<file path="src/rtl/mp_arb_pkg.sv">
// mp_arb_pkg: shared types, constants and round-robin pick helper for mp_arbiter
package mp_arb_pkg;
  typedef enum logic [1:0] {IDLE, BUSY, GAP} arb_state_t;
  localparam int OPC_W = 4;
  localparam int MAX_CORES = 8;
  localparam int BCNT_W = 4;
  typedef struct packed {
    logic       any;
    logic [2:0] idx;
  } rr_pick_t;
  function automatic rr_pick_t rr_pick(input logic [MAX_CORES-1:0] req, input logic [2:0] ptr, input int n);
    rr_pick_t p;
    int j;
    p = '0;
    for (int i = MAX_CORES - 1; i >= 0; i--) begin
      j = (int'(ptr) + i) % n;
      if (i < n && req[j[2:0]]) begin
        p.any = 1'b1;
        p.idx = j[2:0];
      end
    end
    return p;
  endfunction
endpackage

</file>
<file path="src/rtl/mp_rd_tag_pipe.sv">
// mp_rd_tag_pipe: read-tag delay line and tagged return-data register
module mp_rd_tag_pipe #(
  parameter int IW = 2,
  parameter int DATA_WIDTH = 8,
  parameter int RD_LATENCY = 1
) (
  input  logic                  clk,
  input  logic                  reset_n,
  input  logic                  tag_valid,
  input  logic [IW-1:0]         tag_id,
  input  logic                  s_rvalid,
  input  logic [DATA_WIDTH-1:0] s_data,
  output logic                  rvalid,
  output logic [DATA_WIDTH-1:0] data_out,
  output logic [IW-1:0]         core_id_out
);
  logic [IW:0] pipe [RD_LATENCY];
  logic hit;
  assign hit = s_rvalid && pipe[RD_LATENCY-1][IW];
  always_ff @(posedge clk) begin
    if (!reset_n) begin
      for (int i = 0; i < RD_LATENCY; i++) pipe[i] <= '0;
      rvalid <= 1'b0;
      data_out <= '0;
      core_id_out <= '0;
    end else begin
      pipe[0] <= {tag_valid, tag_id};
      for (int i = 1; i < RD_LATENCY; i++) pipe[i] <= pipe[i-1];
      rvalid <= hit;
      if (hit) begin
        data_out <= s_data;
        core_id_out <= pipe[RD_LATENCY-1][IW-1:0];
      end
    end
  end
endmodule

</file>
<file path="src/rtl/mp_arbiter.sv">
// mp_arbiter: round-robin burst arbiter for a shared resource; define MP_ARB_BURST_EN for multi-beat bursts
module mp_arbiter
  import mp_arb_pkg::*;
#(
  parameter int NUM_CORES = 4,
  parameter int ADDR_WIDTH = 11,
  parameter int DATA_WIDTH = 8,
  parameter int MAX_BURST = 4,
  parameter int RD_LATENCY = 1,
  localparam int IW = $clog2(NUM_CORES)
) (
  input  logic                            clk,
  input  logic                            reset_n,
  input  logic [NUM_CORES-1:0]            req,
  input  logic [NUM_CORES*OPC_W-1:0]      core_opcode,
  input  logic [NUM_CORES*ADDR_WIDTH-1:0] core_addr,
  input  logic [NUM_CORES*DATA_WIDTH-1:0] core_A,
  input  logic [NUM_CORES*DATA_WIDTH-1:0] core_B,
  input  logic [NUM_CORES-1:0]            core_we,
  input  logic [NUM_CORES-1:0]            core_read_en,
  output logic [NUM_CORES-1:0]            gnt,
  output logic                            m_valid,
  output logic [OPC_W-1:0]                m_opcode,
  output logic [ADDR_WIDTH-1:0]           m_addr,
  output logic [DATA_WIDTH-1:0]           m_A,
  output logic [DATA_WIDTH-1:0]           m_B,
  output logic                            m_we,
  output logic                            m_read_en,
  output logic [IW-1:0]                   m_core_id,
  input  logic                            s_rvalid,
  input  logic [DATA_WIDTH-1:0]           s_data,
  output logic                            rvalid,
  output logic [DATA_WIDTH-1:0]           data_out,
  output logic [IW-1:0]                   core_id_out,
  output logic [31:0]                     burst_id
);
  if (NUM_CORES < 2 || NUM_CORES > MAX_CORES || (NUM_CORES & (NUM_CORES - 1)) != 0) begin : g_bad_cores
    $error("NUM_CORES must be a power of two in 2..8");
  end
  if (MAX_BURST < 1 || MAX_BURST > 16) begin : g_bad_burst
    $error("MAX_BURST must be in 1..16");
  end
  if (RD_LATENCY < 1) begin : g_bad_lat
    $error("RD_LATENCY must be at least 1");
  end
  arb_state_t state;
  logic [IW-1:0] rr_ptr, win;
  rr_pick_t pick;
  logic beat, last, done, unused_pick;
  assign pick = rr_pick(8'(req), 3'(rr_ptr), NUM_CORES);
  assign unused_pick = ^pick;
  assign beat = state == BUSY && req[win];
  assign done = state == BUSY && (!req[win] || last);
`ifdef MP_ARB_BURST_EN
  logic [BCNT_W-1:0] beat_cnt;
  assign last = beat_cnt == BCNT_W'(MAX_BURST - 1);
  always_ff @(posedge clk) begin
    if (!reset_n || state != BUSY) beat_cnt <= '0;
    else if (beat) beat_cnt <= beat_cnt + BCNT_W'(1);
  end
`else
  assign last = 1'b1;
`endif
  always_ff @(posedge clk) begin
    if (!reset_n) begin
      state <= IDLE;
      gnt <= '0;
      rr_ptr <= '0;
      win <= '0;
      burst_id <= '0;
      m_valid <= 1'b0;
      m_opcode <= '0;
      m_addr <= '0;
      m_A <= '0;
      m_B <= '0;
      m_we <= 1'b0;
      m_read_en <= 1'b0;
      m_core_id <= '0;
    end else begin
      m_valid <= beat;
      if (beat) begin
        m_opcode <= core_opcode[win*OPC_W +: OPC_W];
        m_addr <= core_addr[win*ADDR_WIDTH +: ADDR_WIDTH];
        m_A <= core_A[win*DATA_WIDTH +: DATA_WIDTH];
        m_B <= core_B[win*DATA_WIDTH +: DATA_WIDTH];
        m_we <= core_we[win];
        m_read_en <= core_read_en[win] && !core_we[win];
        m_core_id <= win;
      end
      if (state == IDLE && pick.any) begin
        state <= BUSY;
        gnt <= NUM_CORES'(1) << pick.idx;
        win <= pick.idx[IW-1:0];
        burst_id <= burst_id + 32'd1;
      end
      if (done) begin
        state <= GAP;
        gnt <= '0;
        rr_ptr <= win + IW'(1);
      end
      if (state == GAP) state <= IDLE;
    end
  end
  mp_rd_tag_pipe #(
    .IW(IW),
    .DATA_WIDTH(DATA_WIDTH),
    .RD_LATENCY(RD_LATENCY)
  ) u_tag_pipe (
    .clk(clk),
    .reset_n(reset_n),
    .tag_valid(m_valid && m_read_en),
    .tag_id(m_core_id),
    .s_rvalid(s_rvalid),
    .s_data(s_data),
    .rvalid(rvalid),
    .data_out(data_out),
    .core_id_out(core_id_out)
  );
endmodule

</file>
<file path="config.mk">
export PLATFORM = sky130hd
export DESIGN_NAME = mp_arbiter
export DESIGN_NICKNAME = d
export VERILOG_FILES = /design/src/rtl/mp_arb_pkg.sv /design/src/rtl/mp_rd_tag_pipe.sv /design/src/rtl/mp_arbiter.sv
export SDC_FILE = /design/constraint.sdc
export NUM_CORES = 1
export LEC_CHECK = 0
export CORE_ASPECT_RATIO = 1.5
export CORE_MARGIN = 2
export CORE_UTILIZATION = 37
export DETAILED_ROUTE_END_ITERATION = 8
export PLACE_DENSITY = 0.76
export SETUP_SLACK_MARGIN = 0.2
export SYNTH_ARGS = -nofsm -noshare
export SYNTH_HDL_FRONTEND = slang
export SYNTH_SLANG_ARGS = --single-unit
</file>
<file path="constraint.sdc">
create_clock -name clk -period 1.5 [get_ports clk]
set_input_delay 0.225 -clock clk [delete_from_list [all_inputs] [get_ports clk]]
set_output_delay 0.225 -clock clk [all_outputs]
set_load 0.01 [all_outputs]
</file>
==> results summary, run 1 <==
The share of total power dissipated in sequential elements is 0.349. Based on the critical path, the design can be clocked at up to 611 MHz. The switching power total is 2.29 mW. The finished cells cover 0.00913 mm2.

The fraction of registers with async set/reset came out at 0. The worst hold path belongs to the class in -> reg. At the pin with the least slew margin, the transition time is 476 ps. The later pin in the worst-skew pair is clocked with a latency of 350 ps. The number of global-route vias before repair is 5169.

The worst ir drop on vdd is 0.801 mV. The height of the die is 142 um. For the worst setup path, the data required time is 1760 ps.

The standard cell core area is 0.0124 mm2. For this run, the number of Yosys warnings is 0. In the routed layout, each cell is associated on average with a via count of 5.30. The DRC marker count from the first detailed-route iteration is 120. Counting the buffers created by CTS gives 9. The share of total power dissipated in combinational logic is 0.353.

The cell count after synthesis is 493. The clock-pin slew on the worst setup and hold paths is 70 ps. The antenna violation net count after detailed routing is 0. The time the worst path needs with I/O delays and setup came out at 1640 ps.

Before CTS, the worst setup slack after placement is -478 ps. The setup TNS came out at -1750 ps. The final total power is 7.82 mW. In the global route stage, overall resource usage came out at 0.237.

The normalized max-slew margin came out at 0.683. The arrival time at the worst endpoint is 1900 ps. Compared with the post-synthesis result, the final layout area differs by 95.0%.

The initial antenna violation count was 0. The average footprint of a synthesized cell is 9.50 um2. The sum of overflow across all layers after global routing came out at 0.

The number of core rows is 50. The number of antenna diodes in the final layout is 0. The share of the clock period used by the worst path is 1.09.

Setup repair after global routing could not meet its margin everywhere. The total via count after detailed routing is 5171. The CTS sink count came out at 92. The count of unique library cells instantiated by Yosys came out at 47. In the synthesized netlist the dominant register cell turns out to be sky130_fd_sc_hd__dfxtp_1.

Dividing total power by cell area gives a power density of 857 mW/mm2. The placer congestion estimate is 0.786. The instance area at placement is 0.00781 mm2. The starting density of the core is 0.376.

The largest driver fanout on the critical path came out at 4. The final reports fail on negative setup slack. The hold violation count in the final report came to 0. The critical path in this run is classified as reg -> reg. Of the total power, the share spent switching nets is 0.293. 230 I/O pins were placed. Traced cell by cell, the critical path runs through nand4_1 -> or3_4 -> buf_12 -> or3_1 -> a21boi_1. The placed wire-length estimate is 12.0 mm. The final layout contains 962 nets.

The count of flip-flops with a built-in enable after synthesis is 0. The netlist area before placement came out at 0.00468 mm2. In this design, the stage delay of the slowest critical-path cell is 420 ps. The first-pass iteration count of the detailed router came out at 4. The final max-slew violation count was 0. The width of the die is 95.8 um.

The design internal power came out at 5.53 mW. The wire length per cell after detailed routing is 18.7 um. The number of synthesized register bits is 92. The number of hold buffers added after cts came out at 0. Once routing completed, OpenROAD measured the worst setup slack at -137 ps.

The worst setup path is launched from a register. The die covers 0.0136 mm2. TritonCTS built the clock tree. The sequential area share after synthesis is 0.393.

The proportion of layout cells with a drive suffix above 1 came out at 0.359. The flow ran to the end, but the final reports show violations. Across the routed clock network, the largest skew measured is 8.19 ps.

The total leakage power is 3.83 nW. When the netlist entered floorplanning its net count stood at 641. Measured on the finished design, the core utilization comes to 0.733. The endpoint class of the critical path is a register. For this block, the routed nets add up to 18.2 mm of wire. The number of buffers inserted by port buffering is 229.

Setup violations remaining at the end of the flow were counted as 41. The tool flagged a number of max-cap violations equal to 0. In the routed design, unresolved DRC markers number 0. The pin count of the biggest net entering global routing came out at 37. The relative contribution of the clock network to total power came out at 0.298. The first global-routing pass estimated 25.3 mm of wire. The maximum root-to-sink buffer count came out at 2.

The critical path's slowest cell is sky130_fd_sc_hd__or3_4. In this run the clock root is driven by a sky130_fd_sc_hd__clkbuf_16. The count of H-tree levels built during CTS came out at 3.
## cell families (layout without fill, tap and decap cells)
group                    after synthesis  count (layout)  share of synthesized area
AO/OA/AOI/OAI                         82              82                      0.118
XOR/XNOR                              29              29                     0.0542
adder cells (fa/ha/maj)                1               1                    0.00267
buffers and inverters                 31             356                     0.0307
flip-flops                            92              92                      0.393
multiplexers                          49              49                      0.156
AND/OR/NAND/NOR                      209             210                      0.246
## cell usage in the layout, fill, tap and decap left out, types with 11 or more instances in the layout
cell,Yosys,layout
sky130_fd_sc_hd__clkdlybuf4s50_1,0,141
sky130_fd_sc_hd__nor2b_1,14,14
sky130_fd_sc_hd__a21boi_0,34,13
sky130_fd_sc_hd__nand2_1,83,63
sky130_fd_sc_hd__buf_12,0,14
sky130_fd_sc_hd__nand2_2,1,13
sky130_fd_sc_hd__dfxtp_4,0,17
sky130_fd_sc_hd__a21boi_1,1,16
sky130_fd_sc_hd__dfxtp_2,0,11
sky130_fd_sc_hd__buf_4,0,64
sky130_fd_sc_hd__mux2i_1,29,23
sky130_fd_sc_hd__dlygate4sd2_1,0,67
sky130_fd_sc_hd__nand4_1,14,14
sky130_fd_sc_hd__mux4_2,19,19
sky130_fd_sc_hd__and2_1,34,33
sky130_fd_sc_hd__buf_6,2,24
sky130_fd_sc_hd__dfxtp_1,92,64
sky130_fd_sc_hd__clkbuf_16,0,13
sky130_fd_sc_hd__xnor2_1,22,19
## per-stage QoR
step	hold slack [ps]	cells
floorplan	370	493
global placement	435	905
detailed placement	443	905
CTS	354	958
global route	399	975
finish	377	975
## synthesized netlist by cell type (3+ instances only)
| library cell | n | area, um2 |
|---|---|---|
| sky130_fd_sc_hd__dfxtp_1 | 92 | 1840 |
| sky130_fd_sc_hd__nand2_1 | 83 | 312 |
| sky130_fd_sc_hd__a21boi_0 | 34 | 255 |
| sky130_fd_sc_hd__and2_1 | 34 | 213 |
| sky130_fd_sc_hd__mux2i_1 | 29 | 290 |
| sky130_fd_sc_hd__xnor2_1 | 22 | 193 |
| sky130_fd_sc_hd__a21oi_1 | 20 | 100 |
| sky130_fd_sc_hd__mux4_2 | 19 | 428 |
| sky130_fd_sc_hd__clkbuf_1 | 17 | 63.8 |
| sky130_fd_sc_hd__o22ai_1 | 15 | 93.8 |
| sky130_fd_sc_hd__nand4_1 | 14 | 87.6 |
| sky130_fd_sc_hd__nor2b_1 | 14 | 87.6 |
| sky130_fd_sc_hd__nand3_1 | 13 | 65.1 |
| sky130_fd_sc_hd__buf_2 | 10 | 50.1 |
| sky130_fd_sc_hd__and3_1 | 8 | 50.1 |
| sky130_fd_sc_hd__xor2_1 | 7 | 61.3 |
| sky130_fd_sc_hd__nor2_1 | 6 | 22.5 |
| sky130_fd_sc_hd__and4_1 | 5 | 43.8 |
| sky130_fd_sc_hd__nand3b_1 | 5 | 37.5 |
| sky130_fd_sc_hd__nor3_1 | 5 | 25.0 |
| sky130_fd_sc_hd__nand2b_1 | 4 | 25.0 |
| sky130_fd_sc_hd__nor4_2 | 3 | 37.5 |
| sky130_fd_sc_hd__o21ai_0 | 3 | 15.0 |
| sky130_fd_sc_hd__or3_1 | 3 | 18.8 |
## power groups by stage
stage	logic (mW)	clock network, mW	registers [mW]
global placement	2.01	0	2.77
global route	2.92	2.49	2.75
floorplan	0.978	0	2.81
finish	2.76	2.33	2.73
detailed placement	2.05	0	2.78
CTS	2.40	2.35	2.72
## cell type report
class                           instances  area, um2
Tap cell                              156        195
Multi-Input combinational cell        371       3360
Timing Repair Buffer                  338       3350
Sequential cell                        92       1920
Fill cell                             836       3320
Clock inverter                          6       68.8
Clock buffer                           10        229
Inverter                                2       7.51
## sequential cells by signal, summed over array words and instances (netlist names)
register,cells
u_tag_pipe.data_out,8
u_tag_pipe.core_id_out,2
m_B,8
burst_id,32
u_tag_pipe.pipe,3
u_tag_pipe.rvalid,1
m_opcode,4
m_core_id,2
m_A,8
gnt,4
m_addr,11
win,2
m_we,1
state,2
m_read_en,1
m_valid,1
rr_ptr,2
## per-layer routing
| metal | wire (um) | vias up | track usage |
|---|---|---|---|
| met5 | 0 | - | 0 |
| met4 | 527 | 0 | 0.0774 |
| met3 | 1200 | 47 | 0.0584 |
| met2 | 9930 | 217 | 0.431 |
| met1 | 6570 | 2498 | 0.266 |
| li1 | - | 2409 | - |
## worst max-delay path, delay by kind of cell, from the launching register on
family	cells	cell delay, ps
AO/OA/AOI/OAI	1	150
buffers and inverters	1	150
flip-flops	1	380
AND/OR/NAND/NOR	3	880
## final timing paths
path | start | to | slack [ps] | cells after the start
worst min register to register | u_tag_pipe.pipe[0][1] | u_tag_pipe.core_id_out[1] | 450 | 2
worst max register to register | burst_id[6] | burst_id[11] | -140 | 5
worst max-delay path | burst_id[6] | burst_id[11] | -140 | 5
worst min-delay path | reset_n | win[0] | 380 | 2
## timing repair
action | CTS | global route
resized for setup | 181 | 91
pin swaps | 58 | 53
setup endpoints to repair | 158 | 88
cloned | 4 | 4
buffers inserted | 33 | 13
Note: power is estimated with default switching activity, not from simulation.
==> run 2: changes to the inputs <==
Settings changed: TNS_END_PERCENT set to 30.
==> run 2 against run 1 <==
  * The run still ends with negative setup slack left
  * Global-route usage shrank 0.40 points
  * Critical path depth is the same
  * Combinational power is 14% lower
  * Worst setup slack better by 16 ps
  * Clock power is 4% higher
  * Hold slack worse by 160 ps
  * Sequential power is essentially flat
  * Die area unchanged
  * Flip-flop and latch count stayed put
  * Sequential share of layout area is 1.4 points higher
  * Clock-buffer cell count increased by 1
  * Highest routed layer unchanged
==> results summary, run 2 (synthesis gave the netlist of run 1 again) <==
The flow ran to the end, but the final reports show violations. The checks that failed: negative setup slack. The number of core rows was 50 (unchanged). The number of flip-flops in the largest register came to 32 (unchanged).

The placed wire-length estimate is 12.0 mm (about the same). The wire length per cell after detailed routing came out at 17.3 um (-7.7%). The slew at the pin with the worst max-slew slack is 379 ps (-97.0 ps).

The switching fraction of total power came out at 0.281 (-0.0122). CTS placed an instance of sky130_fd_sc_hd__clkbuf_16 at the clock tree root. The number of buffers inserted by port buffering came out at 229 (unchanged). In the layout the commonest cells are sky130_fd_sc_hd__clkdlybuf4s50_1, sky130_fd_sc_hd__nand2_1, sky130_fd_sc_hd__dfxtp_1, sky130_fd_sc_hd__dlygate4sd2_1, sky130_fd_sc_hd__buf_4.

The standard cell core area came out at 0.0124 mm2 (unchanged). The proportion of layout cells with a drive suffix above 1 came out at 0.318 (-0.0412). The full die area was 0.0136 mm2 (unchanged). The area growth from synthesis to layout came out at 83.3%. The post-layout worst setup margin was -121 ps (+16.0 ps). The endpoint class of the critical path is a register. The largest driver fanout on the critical path came out at 4 (unchanged).

The switching power total is 2.12 mW (-7.7%). The delay of the slowest cell on the worst path is 370 ps (-50 ps). The pre-CTS setup slack came out at -506 ps (-28.3 ps). The startpoint identified for the worst hold timing path is reset_n.

The combinational fraction of design power came to 0.313 (-0.040). The count of boundary I/O pins was 230 (unchanged). The final setup violation count came to 37 (-9.8%). The design internal power is 5.42 mW (-2.0%). The normalized max-slew margin came out at 0.746 (+0.0628). The utilization after layout is 0.689 (-0.0441).

The DRC marker count from the first detailed-route iteration came out at 109 (-9.2%). The final max-slew violation count is 0 (unchanged). The starting density of the core came to 0.376 (unchanged).

The antenna violation net count after detailed routing was 0 (unchanged). The count of unresolved DRC violations after routing came to 0 (unchanged). The relative contribution of the clock network to total power came out at 0.322 (+0.024). The pin count of the biggest net entering global routing came out at 33 (-11%). The global-route wire length before repair is 24.7 mm (-2.4%).

The data required time at the worst endpoint came out at 1770 ps (about the same). In this run the worst setup path begins at burst_id[5]. The worst ir drop on vdd came out at 0.559 mV (-30%).

The largest individual stage delay along the critical path comes from the cell sky130_fd_sc_hd__dfxtp_4. The via density per instance came out at 5.25 (-1.0%). The share of the clock period used by the worst path is 1.08 (-0.0106). The largest clock skew in the final design came to 6.75 ps (-1.44 ps).

The critical path goes through and4_1 -> nand4_1 -> buf_4 -> or3_4 -> a21boi_2. The startpoint-to-endpoint class of the critical path is reg -> reg. The number of nets in the finished design is 936 (-2.7%).

The total via count after detailed routing came out at 4981 (-3.7%). The CTS sink count is 92 (unchanged). The startpoint identified for the worst register-to-register timing path is burst_id[5]. The sequential fraction of design power came out at 0.364 (+0.015). The count of H-tree levels built during CTS came out at 3 (unchanged).

STA classifies the critical path startpoint as a register. The arrival time at the worst endpoint came out at 1890 ps (about the same). Ranked by flip-flop count, first place goes to burst_id. The total length of routed wires came to 16.4 mm (-10%). The hold violation count in the final report is 0 (unchanged). The sum of overflow across all layers after global routing is 0 (unchanged). The clock-pin slew on the worst setup and hold paths is 70 ps (about the same).

The final hold slack came out at 217 ps (-160 ps). The achievable frequency is 617 MHz (+0.98%). The number of buffers created by CTS was 9 (unchanged). The first-pass iteration count of the detailed router is 4 (unchanged). The power per standard cell area was 878 mW/mm2 (+2.5%). The path class of the tightest hold or removal check is in -> reg. The largest registers in the layout are burst_id: 32 flops, m_addr: 11 flops. Among cell families on the critical path, the largest total delay comes from simple AND/OR/NAND/NOR gates.

The insertion delay to the later sink of the worst-skew pair came out at 340 ps (about the same). The most common cell after layout, fill and taps aside is sky130_fd_sc_hd__clkdlybuf4s50_1. The time the worst path needs with I/O delays and setup came out at 1620 ps (-16.0 ps). The total leakage power is 3.54 nW (-7.5%). The placer congestion estimate came to 0.854 (+8.6%).

Setup repair after global routing could not meet its margin everywhere. The number of hold buffers added after cts is 0 (unchanged). The initial antenna violation count came out at 0 (unchanged). The aggregate global-route resource usage is 0.233 (-0.00403). The antenna diode count came out at 0 (unchanged). The number of max-cap violations is 0 (unchanged).

The height of the die came out at 142 um (unchanged). The total buffers and inverters traversed by the critical path was 1 (unchanged). The maximum root-to-sink buffer count is 2 (unchanged). The number of global-route vias before repair came out at 5231 (+1.2%). The width of the die is 95.8 um (unchanged). The CTS tree is yes.
-- run 2: final cells by class --
type,count,area [um2]
fill,957,3870
multi-input combinational,371,3170
timing repair buffer,312,2960
sequential,92,1930
clock buffer,11,254
tap,156,195
clock inverter,5,65.1
inverter,2,7.51
-- run 2: power groups by stage --
stage / Combinational, mW / Clock, mW / Sequential [mW]
global placement: 1.95 / 0 / 2.77
finish: 2.36 / 2.43 / 2.74
CTS: 2.19 / 2.47 / 2.73
detailed placement: 1.99 / 0 / 2.78
floorplan: 0.902 / 0 / 2.80
global route: 2.53 / 2.57 / 2.77
-- run 2: per-layer routing --
metal | vias to the layer above | track usage | wire [um]
met2 | 223 | 0.453 | 9420
met1 | 2358 | 0.216 | 5260
met3 | 52 | 0.0536 | 990
met5 | - | 0 | 0
met4 | 0 | 0.123 | 706
li1 | 2348 | - | -
-- run 2: metrics by stage --
step	power [mW]	cells	area, um2	setup TNS [ps]
after detailed placement	4.77	912	7800	-30260
after global routing	7.86	949	8580	-4460
after global placement	4.72	912	7800	-27660
after floorplan	3.71	493	4880	-89.5
after CTS	7.40	940	8390	-448
final	7.53	949	8580	-1320
-- run 2: repair_timing --
item,CTS,global route
gates resized for setup,214,62
cloned,1,2
endpoints found under the setup margin,158,93
setup buffers,11,7
pin swaps,63,40
-- run 2: path summary, 6_finish.rpt --
check | to | slack [ps] | cells past startpoint
worst max-delay path | burst_id[14] | -120 | 5
worst min-delay path | win[0] | 220 | 2
worst max register to register | burst_id[14] | -120 | 5
worst min register to register | m_addr[4] | 450 | 2
==> run 3: changes to the inputs <==
Settings changed: ABC_AREA set to 1, CORE_UTILIZATION 37 to 38, PLACE_DENSITY 0.76 to 0.77.
==> run 3 against run 2 <==
  * Largest power group is now combinational cells
  * Worst setup slack improved by 11 ps
  * Utilization is 1.7 points higher
  * Global-route usage up 3.5 points
  * Sequential share of layout area down 1.8 points
  * Clock skew rose by 3.2 ps
  * The flow still finishes with violations (negative setup slack)
  * Highest routed layer unchanged
  * Critical path depth up 4
  * Non-clock buffer count grew 21
  * Synthesized cell count increased by 58%
==> results summary, run 3 <==
The worst-case reg-to-reg path depth is 9 (+4). After synthesis, the most frequently instantiated cells are sky130_fd_sc_hd__nor2_1, sky130_fd_sc_hd__nand2_1, sky130_fd_sc_hd__o21ai_0. The library cell used most frequently in the layout, excluding fill and tap cells, is sky130_fd_sc_hd__nor2_1. The number of nets in the finished design came to 1227 (+31%). The tree is rooted in a sky130_fd_sc_hd__clkbuf_16.

The sum of overflow across all layers after global routing came out at 0 (unchanged). The largest driver fanout on the critical path came out at 7 (+3). Setup repair after global routing could not meet its margin everywhere.

The share of the clock period used by the worst path came to 1.07 (-0.00730). The number of instances on the worst hold path is 2 (unchanged). The number of hold buffers added after cts came out at 0 (unchanged). The count of unique library cells instantiated by Yosys came out at 36 (-23%).

The aggregate global-route resource usage is 0.269 (+0.0354). The normalized max-slew margin came out at 0.716 (-0.0295). The total buffers and inverters traversed by the critical path is 1 (unchanged). The final max-slew violation count came out at 0 (unchanged). The placed wire-length estimate is 13.8 mm (+15%). The number of placed instances with taps included is 1191 (+31%).

The final total power is 11.0 mW (+45%). The insertion delay to the later sink of the worst-skew pair is 350 ps (about the same). The proportion of layout cells with a drive suffix above 1 came out at 0.259 (-0.0586).

The sequential area share after synthesis came out at 0.368 (-0.0257). The pin count of the biggest net entering global routing came to 44 (+33%). The checks that failed: negative setup slack. The CTS sink count came out at 92 (unchanged).

The maximum root-to-sink buffer count came out at 2 (unchanged). The startpoint-to-endpoint class of the critical path is reg -> reg. The number of max-cap violations came out at 0 (unchanged). The total length of routed wires is 20.2 mm (+23%).

The pre-CTS setup slack is -379 ps (+127 ps). The count of non-filler cells in the finished layout came out at 1243 (+31%). The setup slack of the most critical reg-to-reg path is -110 ps (about the same). The critical path depth in cells was 9 (+4).

The final setup violation count is 39 (+5.4%). The number of global-route vias before repair is 6096 (+17%). The class of the tightest hold or removal check is reg -> reg. The clock-pin slew on the worst setup and hold paths came out at 70 ps (about the same).

The slew at the pin with the worst max-slew slack was 421 ps (+42.7 ps). The top cell types in the final layout, fill and taps aside, are sky130_fd_sc_hd__nor2_1, sky130_fd_sc_hd__clkdlybuf4s50_1, sky130_fd_sc_hd__nand2_1, sky130_fd_sc_hd__o21ai_0, sky130_fd_sc_hd__buf_4. The instance area at placement came out at 0.00795 mm2 (+2.0%). The DRC marker count from the first detailed-route iteration came out at 284 (+160%). The arrival time at the worst endpoint came out at 1850 ps (-40 ps). The full die area came out at 0.0141 mm2 (+4.0%).

Summed over all instances, the cell type with the most area after synthesis is sky130_fd_sc_hd__dfxtp_1. STA classifies the critical path startpoint as a register. The number of core rows came out at 51 (+2.0%). The delay of the slowest cell on the worst path is 380 ps (about the same). The total via count after detailed routing is 6480 (+30%).

The final hold slack is 455 ps (+238 ps). The critical path's slowest cell is sky130_fd_sc_hd__dfxtp_4. The number of flip-flops in the largest register is 32 (unchanged). The global-route wire length before repair is 30.2 mm (+23%). burst_id holds more flip-flops than any other register.

The post-route cell area is 0.00915 mm2 (+6.7%). The initial antenna violation count is 0 (unchanged). The count of flip-flops with a built-in enable after synthesis is 0 (unchanged). In the final layout, the registers with the most flip-flops are burst_id: 32 flops, m_addr: 11 flops. The fraction of synthesized cell area taken by the top area cell type is 0.368 (-0.0257). The starting density of the core came out at 0.387 (+0.0107). The antenna diode count came out at 0 (unchanged). The hold violation count in the final report came to 0 (unchanged). The first-pass iteration count of the detailed router came out at 5 (+1). The height of the die is 145 um (+2.0%). The placer congestion estimate came out at 0.935 (+9.6%). The utilization after layout came out at 0.707 (+0.0173). The data required time at the worst endpoint came to 1740 ps (-30 ps). Walking the worst path, the cells encountered are ha_4 -> nand3_4 -> nor2_4 -> nand2_4 -> nor2_8 -> buf_4 -> nand3_2 -> nor3_2 -> nor2_1. The count of H-tree levels built during CTS is 3 (unchanged).

The fraction of registers with async set/reset was 0 (unchanged). The time the worst path needs with I/O delays and setup came to 1610 ps (-11.0 ps). The wire length per cell after detailed routing is 16.2 um (-6.0%). The cell with the most instances after synthesis is sky130_fd_sc_hd__nor2_1. The average footprint of a synthesized cell came out at 6.45 um2 (-32%). In the post-synthesis netlist, the biggest area contributors are sky130_fd_sc_hd__dfxtp_1, sky130_fd_sc_hd__nor2_1, sky130_fd_sc_hd__nand2_1.

The total nets after synthesis is 925 (+44%). The setup TNS came to -1260 ps (+64.0 ps). The total leakage power was 3.95 nW (+12%). The power per standard cell area is 1200 mW/mm2 (+36%). The via density per instance came to 5.21 (-0.68%). The post-layout worst setup margin is -110 ps (+11.0 ps).

STA classifies the critical path endpoint as a register. The number of buffers inserted by port buffering is 229 (unchanged). The standard cell core area came out at 0.0130 mm2 (+4.1%). The netlist area before placement is 0.00501 mm2 (+7.0%). The number of buffers created by CTS is 9 (unchanged).

The worst ir drop on vdd is 0.581 mV (+3.9%). Among cell families on the critical path, the largest total delay comes from simple AND/OR/NAND/NOR gates. The largest clock skew in the final design is 9.92 ps (+3.18 ps). The count of boundary I/O pins came out at 230 (unchanged).

The antenna violation net count after detailed routing is 0 (unchanged). TritonCTS built the clock tree. The width of the die came out at 97.8 um (+2.0%).

The number of synthesized register bits was 92 (unchanged). In the synthesized netlist the dominant register cell turns out to be sky130_fd_sc_hd__dfxtp_1. The achievable frequency came out at 621 MHz (+0.68%).

The yosys synthesis warning count came out at 0 (unchanged). The cell count after synthesis came out at 777 (+58%). The count of unresolved DRC violations after routing came out at 0 (unchanged). From synthesis to final layout, the design area changed by 82.7%. The run finished, with violations left.
## run 3: cell types whose count changed after synthesis, moves of 21 or more
cell / before / now
sky130_fd_sc_hd__mux2i_1: 29 / 0
sky130_fd_sc_hd__o21ai_0: 3 / 105
sky130_fd_sc_hd__xnor2_1: 22 / 1
sky130_fd_sc_hd__nand2_1: 83 / 150
sky130_fd_sc_hd__a21oi_1: 20 / 41
sky130_fd_sc_hd__nor2_1: 6 / 165
sky130_fd_sc_hd__a21boi_0: 34 / 1
sky130_fd_sc_hd__and2_1: 34 / 0
sky130_fd_sc_hd__inv_1: 2 / 48
## run 3: power by group
part	internal (mW)	switching, mW	total [mW]
sequential	2.78	0.247	3.03
clock	1.32	1.05	2.37
combinational	2.67	2.88	5.55
## run 3: area by class of cell
type,count,area [um2]
clock inverters,7,80.1
flip-flops and latches,92,1890
inverters,52,215
multi-input cells,589,3230
repair buffers,333,3300
clock buffers,9,225
well taps,159,199
repair inverters,2,22.5
fillers,1042,3800
## run 3: what timing repair did
| item | CTS | global route |
|---|---|---|
| pin swaps | 36 | 18 |
| endpoints found under the setup margin | 158 | 84 |
| setup buffers | 17 | 9 |
| gates resized for setup | 229 | 90 |
| gates cloned | 7 | 3 |
## run 3: kinds of logic after synthesis
logic type               synth area share
AO/OA/AOI/OAI                       0.199
XOR/XNOR                           0.0192
adder cells (fa/ha/maj)           0.00250
buffers and inverters              0.0794
flip-flops                          0.368
AND/OR/NAND/NOR                     0.332
## run 3: layer usage
layer	vias up	wire, um	track usage
met1	2982	7430	0.280
met2	276	10900	0.514
met3	63	1120	0.0464
li1	3159	-	-
met5	-	0	0
met4	0	759	0.137
## run 3: worst reg2reg max path, cell delays in order (launching register included)
cell	delay [ps]
sky130_fd_sc_hd__dfxtp_4	380
sky130_fd_sc_hd__ha_4	150
sky130_fd_sc_hd__nand3_4	110
sky130_fd_sc_hd__nor2_4	160
sky130_fd_sc_hd__nand2_4	80
sky130_fd_sc_hd__nor2_8	170
sky130_fd_sc_hd__buf_4	140
sky130_fd_sc_hd__nand3_2	100
sky130_fd_sc_hd__nor3_2	140
sky130_fd_sc_hd__nor2_1	70
## run 3: worst paths after layout
path / startpoint / end
worst min-delay path: m_addr[0] / m_addr[0]
worst max-delay path: burst_id[0] / burst_id[22]
worst min register to register: m_addr[0] / m_addr[0]
worst max register to register: burst_id[0] / burst_id[22]
